### src/rtl/chunked_adder_pkg.sv
// Shared types and helpers for the chunked multi-cycle adder.
package chunked_adder_pkg;

    // Controller states.
    typedef enum logic [1:0] {
        IDLE = 2'd0,
        RUN  = 2'd1,
        DONE = 2'd2
    } state_e;

    // Bits needed to index n items; never less than 1 so a single-chunk
    // build still has a legal index register.
    function automatic int unsigned clog2(input int unsigned n);
        int unsigned w;
        int unsigned v;
        w = 0;
        v = (n > 1) ? n - 1 : 0;
        while (v != 0) begin
            w++;
            v = v >> 1;
        end
        return (w < 1) ? 1 : w;
    endfunction

endpackage

### src/rtl/chunked_adder_if.sv
// Operand/result handshake bundle for chunked_adder.
// Optional port sub exists only when CHUNKED_ADDER_SUB_EN is defined.
interface chunked_adder_if #(
    parameter int WIDTH = 16
);
    logic             in_valid;
    logic             in_ready;
    logic [WIDTH-1:0] a;
    logic [WIDTH-1:0] b;
    logic             cin;
`ifdef CHUNKED_ADDER_SUB_EN
    logic             sub;
`endif
    logic             out_valid;
    logic             out_ready;
    logic [WIDTH-1:0] sum;
    logic             cout;
    logic             ovf;

`ifdef CHUNKED_ADDER_SUB_EN
    modport master (
        output in_valid, a, b, cin, sub, out_ready,
        input  in_ready, out_valid, sum, cout, ovf
    );
    modport slave (
        input  in_valid, a, b, cin, sub, out_ready,
        output in_ready, out_valid, sum, cout, ovf
    );
`else
    modport master (
        output in_valid, a, b, cin, out_ready,
        input  in_ready, out_valid, sum, cout, ovf
    );
    modport slave (
        input  in_valid, a, b, cin, out_ready,
        output in_ready, out_valid, sum, cout, ovf
    );
`endif

endinterface

### src/rtl/chunked_adder_chunk_adder.sv
// CHUNK-bit combinational data-flow adder, reused every cycle by chunked_adder.
module chunk_adder #(
    parameter int CHUNK = 4
) (
    input  logic [CHUNK-1:0] a,
    input  logic [CHUNK-1:0] b,
    input  logic             cin,
    output logic [CHUNK-1:0] sum,
    output logic             carry
);

    assign {carry, sum} = {1'b0, a} + {1'b0, b} + (CHUNK + 1)'(cin);

endmodule

### src/rtl/chunked_adder.sv
// Multi-cycle WIDTH-bit adder processing CHUNK bits per clock with a
// registered carry between chunks; valid/ready on input and output.
// Define CHUNKED_ADDER_SUB_EN to add the sub port (a - b mode).
module chunked_adder
    import chunked_adder_pkg::*;
#(
    parameter int WIDTH = 16,
    parameter int CHUNK = 4
) (
    input logic           clk,
    input logic           rst,
    chunked_adder_if.slave bus
);

    localparam int NCHUNK = WIDTH / CHUNK;
    localparam int IDXW   = clog2(NCHUNK);
    localparam logic [WIDTH-1:0] CHUNK_MASK = WIDTH'({CHUNK{1'b1}});

    if (WIDTH < 1 || CHUNK < 1 || (WIDTH % CHUNK) != 0) begin : g_bad_params
        $error("chunked_adder: CHUNK must be >= 1 and divide WIDTH exactly");
    end

    state_e            state_q, state_d;
    logic [WIDTH-1:0]  op_a_q, op_a_d;
    logic [WIDTH-1:0]  op_b_q, op_b_d;
    logic              carry_q, carry_d;
    logic [IDXW-1:0]   idx_q, idx_d;
    logic [WIDTH-1:0]  sum_q, sum_d;
    logic              cout_q, cout_d;
    logic              ovf_q, ovf_d;

    logic [31:0]       base;
    logic [CHUNK-1:0]  ch_a, ch_b, ch_s;
    logic              ch_c;
    logic              last_chunk;
    logic              msb_cin;

    // Select the active chunk; shifting by a bit offset avoids a wide
    // variable part-select index.
    always_comb begin
        base       = 32'(idx_q) * 32'(CHUNK);
        ch_a       = CHUNK'(op_a_q >> base);
        ch_b       = CHUNK'(op_b_q >> base);
        last_chunk = (idx_q == IDXW'(NCHUNK - 1));
        // Carry into the MSB recovered from the top bit of the last chunk.
        msb_cin    = ch_a[CHUNK-1] ^ ch_b[CHUNK-1] ^ ch_s[CHUNK-1];
    end

    chunk_adder #(.CHUNK(CHUNK)) u_chunk (
        .a     (ch_a),
        .b     (ch_b),
        .cin   (carry_q),
        .sum   (ch_s),
        .carry (ch_c)
    );

    // State register.
    always_ff @(posedge clk) begin
        if (rst) state_q <= IDLE;
        else     state_q <= state_d;
    end

    // Next-state logic.
    always_comb begin
        state_d = state_q;
        unique case (state_q)
            IDLE:    if (bus.in_valid)  state_d = RUN;
            RUN:     if (last_chunk)    state_d = DONE;
            DONE:    if (bus.out_ready) state_d = IDLE;
            default: state_d = IDLE;
        endcase
    end

    // Handshake outputs depend on state only.
    always_comb begin
        bus.in_ready  = (state_q == IDLE);
        bus.out_valid = (state_q == DONE);
    end

    // Datapath next values: latch operands, then add one chunk per cycle.
    always_comb begin
        op_a_d  = op_a_q;
        op_b_d  = op_b_q;
        carry_d = carry_q;
        idx_d   = idx_q;
        sum_d   = sum_q;
        cout_d  = cout_q;
        ovf_d   = ovf_q;
        unique case (state_q)
            IDLE: begin
                if (bus.in_valid) begin
                    op_a_d = bus.a;
`ifdef CHUNKED_ADDER_SUB_EN
                    op_b_d  = bus.sub ? ~bus.b : bus.b;
                    carry_d = bus.sub ? 1'b1 : bus.cin;
`else
                    op_b_d  = bus.b;
                    carry_d = bus.cin;
`endif
                    idx_d = '0;
                    sum_d = '0;
                end
            end
            RUN: begin
                sum_d   = (sum_q & ~(CHUNK_MASK << base)) | (WIDTH'(ch_s) << base);
                carry_d = ch_c;
                idx_d   = idx_q + IDXW'(1);
                if (last_chunk) begin
                    cout_d = ch_c;
                    ovf_d  = msb_cin ^ ch_c;
                end
            end
            default: ;
        endcase
    end

    // Datapath registers.
    always_ff @(posedge clk) begin
        if (rst) begin
            op_a_q  <= '0;
            op_b_q  <= '0;
            carry_q <= 1'b0;
            idx_q   <= '0;
            sum_q   <= '0;
            cout_q  <= 1'b0;
            ovf_q   <= 1'b0;
        end else begin
            op_a_q  <= op_a_d;
            op_b_q  <= op_b_d;
            carry_q <= carry_d;
            idx_q   <= idx_d;
            sum_q   <= sum_d;
            cout_q  <= cout_d;
            ovf_q   <= ovf_d;
        end
    end

    assign bus.sum  = sum_q;
    assign bus.cout = cout_q;
    assign bus.ovf  = ovf_q;

endmodule

### src/flat_wrapper.sv
// flat-port wrapper written by rule: the top's interface ports become plain ports
module chunked_adder_flat import chunked_adder_pkg::*;
#(
    parameter int WIDTH = 16,
    parameter int CHUNK = 4
)
  (clk, rst, bus_in_valid, bus_a, bus_b, bus_cin, bus_out_ready, bus_in_ready, bus_out_valid, bus_sum, bus_cout, bus_ovf);
  chunked_adder_if #(.WIDTH(WIDTH)) bus_i ();
  input logic clk;
  input logic rst;
  input wire logic [$bits(bus_i.in_valid)-1:0] bus_in_valid;
  input wire logic [$bits(bus_i.a)-1:0] bus_a;
  input wire logic [$bits(bus_i.b)-1:0] bus_b;
  input wire logic [$bits(bus_i.cin)-1:0] bus_cin;
  input wire logic [$bits(bus_i.out_ready)-1:0] bus_out_ready;
  output wire logic [$bits(bus_i.in_ready)-1:0] bus_in_ready;
  output wire logic [$bits(bus_i.out_valid)-1:0] bus_out_valid;
  output wire logic [$bits(bus_i.sum)-1:0] bus_sum;
  output wire logic [$bits(bus_i.cout)-1:0] bus_cout;
  output wire logic [$bits(bus_i.ovf)-1:0] bus_ovf;
  assign bus_i.in_valid = bus_in_valid;
  assign bus_i.a = bus_a;
  assign bus_i.b = bus_b;
  assign bus_i.cin = bus_cin;
  assign bus_i.out_ready = bus_out_ready;
  assign bus_in_ready = bus_i.in_ready;
  assign bus_out_valid = bus_i.out_valid;
  assign bus_sum = bus_i.sum;
  assign bus_cout = bus_i.cout;
  assign bus_ovf = bus_i.ovf;
  chunked_adder #(.WIDTH(WIDTH), .CHUNK(CHUNK)) u_core (.clk(clk), .rst(rst), .bus(bus_i));
endmodule
### config.mk
export PLATFORM = sky130hd
export DESIGN_NAME = chunked_adder_flat
export DESIGN_NICKNAME = d
export VERILOG_FILES = /design/src/rtl/chunked_adder_pkg.sv /design/src/rtl/chunked_adder_if.sv /design/src/rtl/chunked_adder_chunk_adder.sv /design/src/rtl/chunked_adder.sv /design/src/flat_wrapper.sv
export SDC_FILE = /design/constraint.sdc
export NUM_CORES = 1
export LEC_CHECK = 0
export CORE_MARGIN = 8
export CORE_UTILIZATION = 39
export CTS_CLUSTER_SIZE = 40
export DETAILED_ROUTE_END_ITERATION = 8
export PLACE_DENSITY = 0.67
export SYNTH_ARGS = -nofsm -noshare
export SYNTH_HDL_FRONTEND = slang
export SYNTH_SLANG_ARGS = --single-unit
### constraint.sdc
create_clock -name clk -period 2.35 [get_ports clk]
set_input_delay 0.235 -clock clk [delete_from_list [all_inputs] [get_ports clk]]
set_output_delay 0.235 -clock clk [all_outputs]
set_load 0.01 [all_outputs]
======== Yosys cells after proc, flatten, opt, wreduce, memory -nomap -nowiden ========
Cells that the tools add are included.
cells by class
  reductions and logical operators ........ 6
  multiplexer cells ....................... 10
  add/sub/neg operators ................... 3
  bitwise gates (word level) .............. 6
  shift operators ......................... 4
  eq/ne operators ......................... 6
operator list
  cell                    count
  $pmux W16 S2            1
  $shr A16 B4 Y4          2
  $and A16 B16 Y16        1
  $mux W16                1
  $not A16 Y16            1
  $or A16 B16 Y16         1
  $shl A4 B4 Y16          1
  $shl A4 B4 Y16 const A  1
  $mux W2                 4
  $pmux W2 S3             1
  $reduce_and A2 Y1       3
  $add A4 B4 Y5           1
  $add A5 B1 Y5           1
  $eq A2 B2 Y1 const B    2
  $ne A2 B2 Y1 const B    2
  $pmux W2 S2             1
  $reduce_and A3 Y1       1
  $xor A1 B1 Y1           3
  $add A2 B1 Y2 const B   1
  $eq A2 B1 Y1 const B    1
  $logic_not A2 Y1        1
  $ne A2 B1 Y1 const B    1
  $pmux W1 S2             1
  $reduce_bool A2 Y1      1
  $mux W1                 1
storage, ports and cells
  output and inout port bits .............. 20
  bits in registers ....................... 55
  input bits .............................. 37
  word-level logic and storage cells ...... 43

======== Logic depth before layout (Yosys ltp) ========
Gate-level depths: netlist (run 1).
  word-level depth ........................ 6
  gate-level depth with buffers ........... 9
  mapped depth without buffers ............ 8

======== Cells and area by module ========
A second synthesis (run 1) with hierarchy kept.
unflattened totals
  cells, all modules ...................... 282
  area, all modules ....................... 2,438.6 µm²
modules (own cells, without submodules)
  module         area each (µm²)  sequential area each (µm²)  times used  cells an instance
  chunked_adder  2,294.7          1,101.1                     1           266
  chunk_adder    143.9            0.0                         1           16

======== Worst setup path after synthesis (run 1) ========
OpenSTA, ideal clock, no wires.
  kind .................................... flip-flop to flip-flop
  start ................................... register u_core.idx_q[0]
  end ..................................... register u_core.ovf_q, in the netlist u_core.bus.ovf
  buffers on the path ..................... 1
  stages on the path, launching flop included .. 10
  data required time ...................... 2.259 ns
  arrival time ............................ 2.469 ns
  slack ................................... -0.210 ns
  setup time .............................. 0.091 ns
  period minus slack after synthesis ...... 2.560 ns
  cell sequence ........................... dfxtp_1 buf_6 mux4_1 fa_1 inv_1 fa_1 nand2b_1 a21oi_1 xor2_1 a311oi_1
on the way
  cells in the longest elaborated chain, start to end .. 5
  elaborated cells between the ends (all ways) .. 9
  classes of those cells .................. add/sub (2); eq/ne (1); shift (2); bitwise (3); reduce/logical (1)
ends and longest elaborated chain
  item                                      RTL line                                  RTL
  start: declaration                        chunked_adder.sv:27                       logic [IDXW-1:0] idx_q, idx_d;
  start signal: assignment                  chunked_adder.sv:131                      idx_q <= idx_d;
  $shr A16 B4 Y4, on equally long branches  chunked_adder.sv:42, chunked_adder.sv:43
  $add A4 B4 Y5                             chunked_adder_chunk_adder.sv:12           assign {carry, sum} = {1'b0, a} + {1'b0, b} + (CHUNK + 1)'(cin);
  $add A5 B1 Y5                             chunked_adder_chunk_adder.sv:12
  $xor A1 B1 Y1                             chunked_adder.sv:46                       msb_cin = ch_a[CHUNK-1] ^ ch_b[CHUNK-1] ^ ch_s[CHUNK-1];
  $xor A1 B1 Y1                             chunked_adder.sv:110                      ovf_d = msb_cin ^ ch_c;
  end signal: assignment                    chunked_adder.sv:134                      ovf_q <= ovf_d;
  end: declaration                          chunked_adder.sv:30                       logic ovf_q, ovf_d;
Parallel ways exist; a longest one is shown, timed or not.
A chain may end at the register's enable or synchronous reset.

======== Worst setup path after layout (run 1) ========
Same ends and word-level chain as after synthesis.

==> results.cfg, run 1 <==
[run_status]
outcome = finished, final reports clean

[logic_synthesis]
ys_types = 35
syn_inst = 275
ys_warn_count = 0
syn_area_per_cell_um2 = 9.22
seq_area_frac_synth = 0.434
synthesis.area_um2 = 2540
syn_nets = 321
synth_seq_cells = 55

[grt]
grt_pass1_vias = 2114
antenna_found_initial = 0
grt_pass1_wl_um = 9870
gr-total-overflow = 0
grt_max_degree = 41
track_usage = 0.123

[route]
drt_iter0_drc = 86
vias_per_cell = 5.00
drc_errors = 0
wl_per_cell_um = 14.0
first_pass_iters = 4
wl_met2_um = 2670
met1_length_um = 2640
highest_layer = met4
dr_total_vias = 2037
wl_met3_um = 307
drtAntennaViolNets = 0
finalWirelength_um = 5680

[setup_path]
crit_buf_inv = 1
startpoint_type = flop
rr_worst_depth = 8
slowest_stage = mux4_2
path_cells = mux4_2 > fa_2 > inv_2 > fa_2 > nand2b_1 > a21oi_2 > xor2_1 > a311oi_1
path_delay_family = adder cells
r2r-start = u_core.idx_q[0]
worstPathRequired_ps = 2570
rrSetupSlack_ps = 60
r2r-end = u_core.bus.ovf
crit_path_end_kind = flop
cp_max_fo = 7
crit_type = reg2reg
crit_arrival_ps = 2510
slowest_delay_ps = 540
crit_top_cell = fa_2

[sta]
slew_headroom = 0.535
rsz0062_at_grt = yes
finalHoldViolations = 0
post-route-period-util = 0.976
worstMarginPinSlew_ps = 697
setup_viol = 0
slew_viol_final = 0
timing.final.crit_period_ps = 2290
fin_worst_skew_ps = 7.57
fmax_mhz = 436

[final_layout]
mostFrequentLayoutCells = nand2_1, clkdlybuf4s50_1, dfxtp_1
final_util = 0.508
layout_commonest_cell = nand2_1
nNetsFinal = 375
area_delta_synth_final_pct = 26.5
final_area_um2 = 3210
diodes = 0
drive_gt1_frac = 0.124

[die]
die_w_um = 96.6
ios = 57
die_h_um = 96.6
dieArea_um2 = 9340
coreArea_um2 = 6310
std_cell_rows = 29
start_util = 0.402

[placed_design]
place_area_um2 = 3100
gp_congestion = 0.796
hpwl_um = 4210
io_buffers = 56

[pwr]
p_per_area_nw_per_um2 = 570
ir_worst_vdd_mv = 0.305
power.leakage_nw = 1.21

[clock_network]
htreeDepth = 2
clk_pin_slew_ps = 100
clk_latency_ps = 300
clk_path_buf_depth = 2
cts_sinks = 55
cts_inserted_buffers = 5
cts_tree = done
root_buffer = clkbuf_8

[worst_hold_path]
whs_endpoint = u_core.bus.sum[10]
min_path_type = in2reg
whs_path_depth = 2
hold_start = rst

[flow_run]
maxCapViolCount = 0
synth_stat cells:
master / instances / area [um^2]
o21ai_1: 2 / 10.0
inv_1: 5 / 18.8
and2b_2: 1 / 8.76
fa_1: 2 / 40.0
nand2b_4: 2 / 27.5
nor3b_4: 1 / 18.8
buf_4: 1 / 7.51
buf_8: 3 / 45.0
a311oi_1: 1 / 8.76
ha_1: 7 / 87.6
xnor2_1: 1 / 8.76
clkbuf_1: 6 / 22.5
buf_2: 4 / 20.0
nor2b_1: 1 / 6.26
a22oi_1: 13 / 97.6
o41ai_1: 2 / 17.5
a21oi_1: 40 / 200
nand3_1: 1 / 5.00
a21oi_2: 1 / 8.76
buf_6: 4 / 45.0
mux4_1: 7 / 184
or2_1: 1 / 6.26
xor2_1: 2 / 17.5
nand3b_1: 4 / 30.0
dfxtp_1: 55 / 1100
nor3_4: 1 / 16.3
nor3_1: 1 / 5.00
mux4_2: 1 / 22.5
nand2_1: 72 / 270
nor2_1: 19 / 71.3
a21o_1: 1 / 7.51
nand2b_1: 5 / 31.3
nor3_2: 3 / 30.0
inv_2: 1 / 3.75
a21o_2: 4 / 35.0
power breakdown:
| part | internal, mW | switching, mW | total [mW] |
|---|---|---|---|
| registers | 0.975 | 0.0303 | 1.00 |
| logic | 0.160 | 0.158 | 0.318 |
| clock network | 0.210 | 0.296 | 0.506 |
state kept, by name, summed over array words and instances (netlist names):
signal / flops
u_core.state_q: 2
u_core.carry_q: 1
u_core.op_a_q: 16
u_core.bus.sum: 16
u_core.bus.cout: 1
u_core.op_b_q: 16
u_core.idx_q: 2
u_core.bus.ovf: 1
worst max path at each step:
stage               slack (ps)                 end  cells after the start             from
global route               -60      u_core.bus.ovf                      8  u_core.idx_q[0]
CTS                         20      u_core.bus.ovf                      8  u_core.idx_q[0]
detailed placement          20   u_core.bus.sum[7]                      6  u_core.idx_q[0]
floorplan                   30      u_core.bus.ovf                      9  u_core.idx_q[0]
global placement            60  u_core.bus.sum[15]                      6  u_core.idx_q[0]
finish                      60      u_core.bus.ovf                      8  u_core.idx_q[0]
through the flow:
stage	setup WS (ps)	std cells	power, mW	TNS [ps]	hold WS [ps]
CTS	23.3	406	1.85	0	437
detailed placement	15.1	397	1.34	0	446
floorplan	31.7	275	1.23	0	371
global placement	61.6	397	1.34	0	443
finish	56.3	407	1.83	0	448
global route	-59.7	407	1.93	-204	460
per-layer routing:
layer | up-vias | GRT usage
met5 | - | 0
met4 | 0 | 0.0391
met3 | 7 | 0.0370
met2 | 54 | 0.204
met1 | 933 | 0.148
li1 | 1043 | -
cell type report:
cell class                      instances  area (um^2)
Timing Repair Buffer                   65          623
Tap cell                               77         96.3
Fill cell                             616         3100
Clock buffer                            6         72.6
Inverter                                6         22.5
Clock inverter                          2         11.3
Sequential cell                        55         1110
Multi-Input combinational cell        196         1280
worst reg2reg max path: cells and delay by family (launching register included):
family / cells / cell delay, ps
AOI/OAI and AO/OA: 2 / 320
xor gates and xnor gates: 1 / 160
adders and majority gates: 2 / 590
buffers and inverters: 1 / 70
DFF: 1 / 410
muxes: 1 / 540
and+or+nand+nor: 1 / 120
what timing repair did:
action / CTS / global route
endpoints found under the setup margin: 2 / 9
hold endpoints to repair: 0 / 0
buffers inserted: 1 / 1
hold buffers: 0 / 0
resized for setup: 0 / 5
pin swaps: 0 / 3
cell families after synthesis:
kind of cell               count (synthesis)  synth area share
AOI/OAI and AO/OA                         64             0.152
adders and majority gates                  9            0.0503
buffers and inverters                     24            0.0641
and+or+nand+nor                          112             0.208
xor gates and xnor gates                   3            0.0104
DFF                                       55             0.434
muxes                                      8            0.0814
Note: power is estimated with default switching activity, not from simulation.
==> inputs of run 2 (changes only) <==
--- a/config.mk
+++ b/config.mk
@@ -10,6 +10,7 @@
 export CTS_CLUSTER_SIZE = 40
 export DETAILED_ROUTE_END_ITERATION = 8
 export PLACE_DENSITY = 0.67
+export RECOVER_POWER = 25
 export SYNTH_ARGS = -nofsm -noshare
 export SYNTH_HDL_FRONTEND = slang
 export SYNTH_SLANG_ARGS = --single-unit
==> results.cfg, run 2 (synthesis results as in run 1) <==
[run_status]
outcome = finished, final reports clean

[pwr]
p_per_area_nw_per_um2 = 569
ir_worst_vdd_mv = 0.304
power.leakage_nw = 1.25
finalPower_mw = 1.82

[final_layout]
layout_commonest_cell = nand2_1
drive_gt1_frac = 0.121
nNetsFinal = 375
mostFrequentLayoutCells = nand2_1, dfxtp_1, clkdlybuf4s50_1
final.fill_count = 618
area.sequential_um2 = 1110
multi_input_area_um2 = 1280
area_delta_synth_final_pct = 26.4
final_area_um2 = 3210
diodes = 0

[placed_design]
place_area_um2 = 3100
gp_congestion = 0.796
hpwl_um = 4210
place_ws_ps = 15.1
io_buffers = 56

[sta]
timing.hold.ws_ps = 443
rsz0062_at_grt = yes
slew_viol_final = 0
post-route-period-util = 0.976
slew_headroom = 0.540
finalWorstSetupSlack_ps = 55.5
finalHoldViolations = 0
setup_viol = 0
timing.final.crit_period_ps = 2290
fmax_mhz = 436
fin_worst_skew_ps = 8.24
tns_ps = 0
worstMarginPinSlew_ps = 691

[setup_path]
r2r-start = u_core.idx_q[0]
crit_path_end_kind = flop
startpoint_type = flop
crit_start = u_core.idx_q[0]
r2r-end = u_core.bus.ovf
rrSetupSlack_ps = 60
endpoint = u_core.bus.ovf
crit_type = reg2reg
rr_worst_depth = 8
crit_arrival_ps = 2510
cp_max_fo = 7
worstPathRequired_ps = 2570

[die]
die_h_um = 96.6
coreArea_um2 = 6310
die_w_um = 96.6
start_util = 0.402
std_cell_rows = 29
dieArea_um2 = 9340
ios = 57

[clock_network]
clk_pin_slew_ps = 100
cts_sinks = 55
clk_latency_ps = 300
cts_hold_buf = 0
root_buffer = clkbuf_8
cts_inserted_buffers = 5
clk_path_buf_depth = 2
cts_tree = done
htreeDepth = 2

[grt]
grt_pass1_wl_um = 9870
grt_pass1_vias = 2114
antenna_found_initial = 0
grt_max_degree = 41
gr-total-overflow = 0
track_usage = 0.123

[route]
drt_iter0_drc = 86
drc_errors = 0
drtAntennaViolNets = 0
finalWirelength_um = 5690
vias_per_cell = 5.00
dr_total_vias = 2036
wl_per_cell_um = 14.0
first_pass_iters = 4

[worst_hold_path]
min_path_type = in2reg

[flow_run]
maxCapViolCount = 0
-- run 2: cell types whose count changed in the layout (fill, tap and decap cells not counted) --
cell             previous run  this run
buf_4                       9         8
clkdlybuf4s50_1            55        41
dlygate4sd3_1               0        14
clkbuf_1                    1         2
-- run 2: worst max-delay path, cell delays in order (launching register included) --
cell      delay (ps)
dfxtp_4          410
mux4_2           540
fa_2             390
inv_2             70
fa_2             200
nand2b_1         120
a21oi_2           80
xor2_1           160
a311oi_1         240
-- run 2: metrics by stage --
step / instances / utilization
2_1_floorplan: 275 / -
4_1_cts: 406 / 0.505
3_3_place_gp: 397 / 0.491
5_1_grt: 407 / 0.508
6_report: 407 / 0.508
3_5_place_dp: 397 / 0.491
-- run 2: worst min path at each step --
stage               depth (start not counted)  slack [ps]            endpoint             start
finish                                      2         440  u_core.bus.sum[10]               rst
global route                                3         460   u_core.op_b_q[14]         bus_b[14]
floorplan                                   2         370    u_core.op_a_q[0]          bus_a[0]
CTS                                         2         440  u_core.bus.sum[10]               rst
global placement                            2         440    u_core.op_b_q[3]  u_core.op_b_q[3]
detailed placement                          2         450    u_core.op_b_q[9]  u_core.op_b_q[9]
-- run 2: cell type report --
class                   count  area share
repair buffers             65       0.193
flip-flops and latches     55       0.345
well taps                  77      0.0301
clock buffers               6      0.0226
clock inverters             2     0.00351
multi-input cells         196       0.399
inverters                   6     0.00703
-- run 2: power by group --
part	switching (mW)	total (mW)	internal [mW]
clock	0.295	0.505	0.210
combinational	0.158	0.315	0.157
sequential	0.0302	1.00	0.975
-- run 2: routing by layer --
metal / GRT usage / up-vias / routed length (um)
li1: - / 1046 / -
met5: 0 / - / 0
met4: 0.0391 / 0 / 48
met1: 0.148 / 924 / 2600
met2: 0.204 / 60 / 2690
met3: 0.0370 / 6 / 341
-- run 2: repair_timing --
action / in CTS / in global routing
cloned: 0 / 0
setup endpoints to repair: 2 / 9
setup buffers: 1 / 1
pin swaps: 0 / 3
gates resized for setup: 0 / 5
==> inputs of run 3 (changes only) <==
--- a/config.mk
+++ b/config.mk
@@ -9,6 +9,7 @@
 export CORE_UTILIZATION = 39
 export CTS_CLUSTER_SIZE = 40
 export DETAILED_ROUTE_END_ITERATION = 8
+export GPL_ROUTABILITY_DRIVEN = 0
 export PLACE_DENSITY = 0.67
 export RECOVER_POWER = 25
 export SYNTH_ARGS = -nofsm -noshare
==> results of run 3 <==
Same layout as run 2: the final DEF is identical, and so are final timing and power.
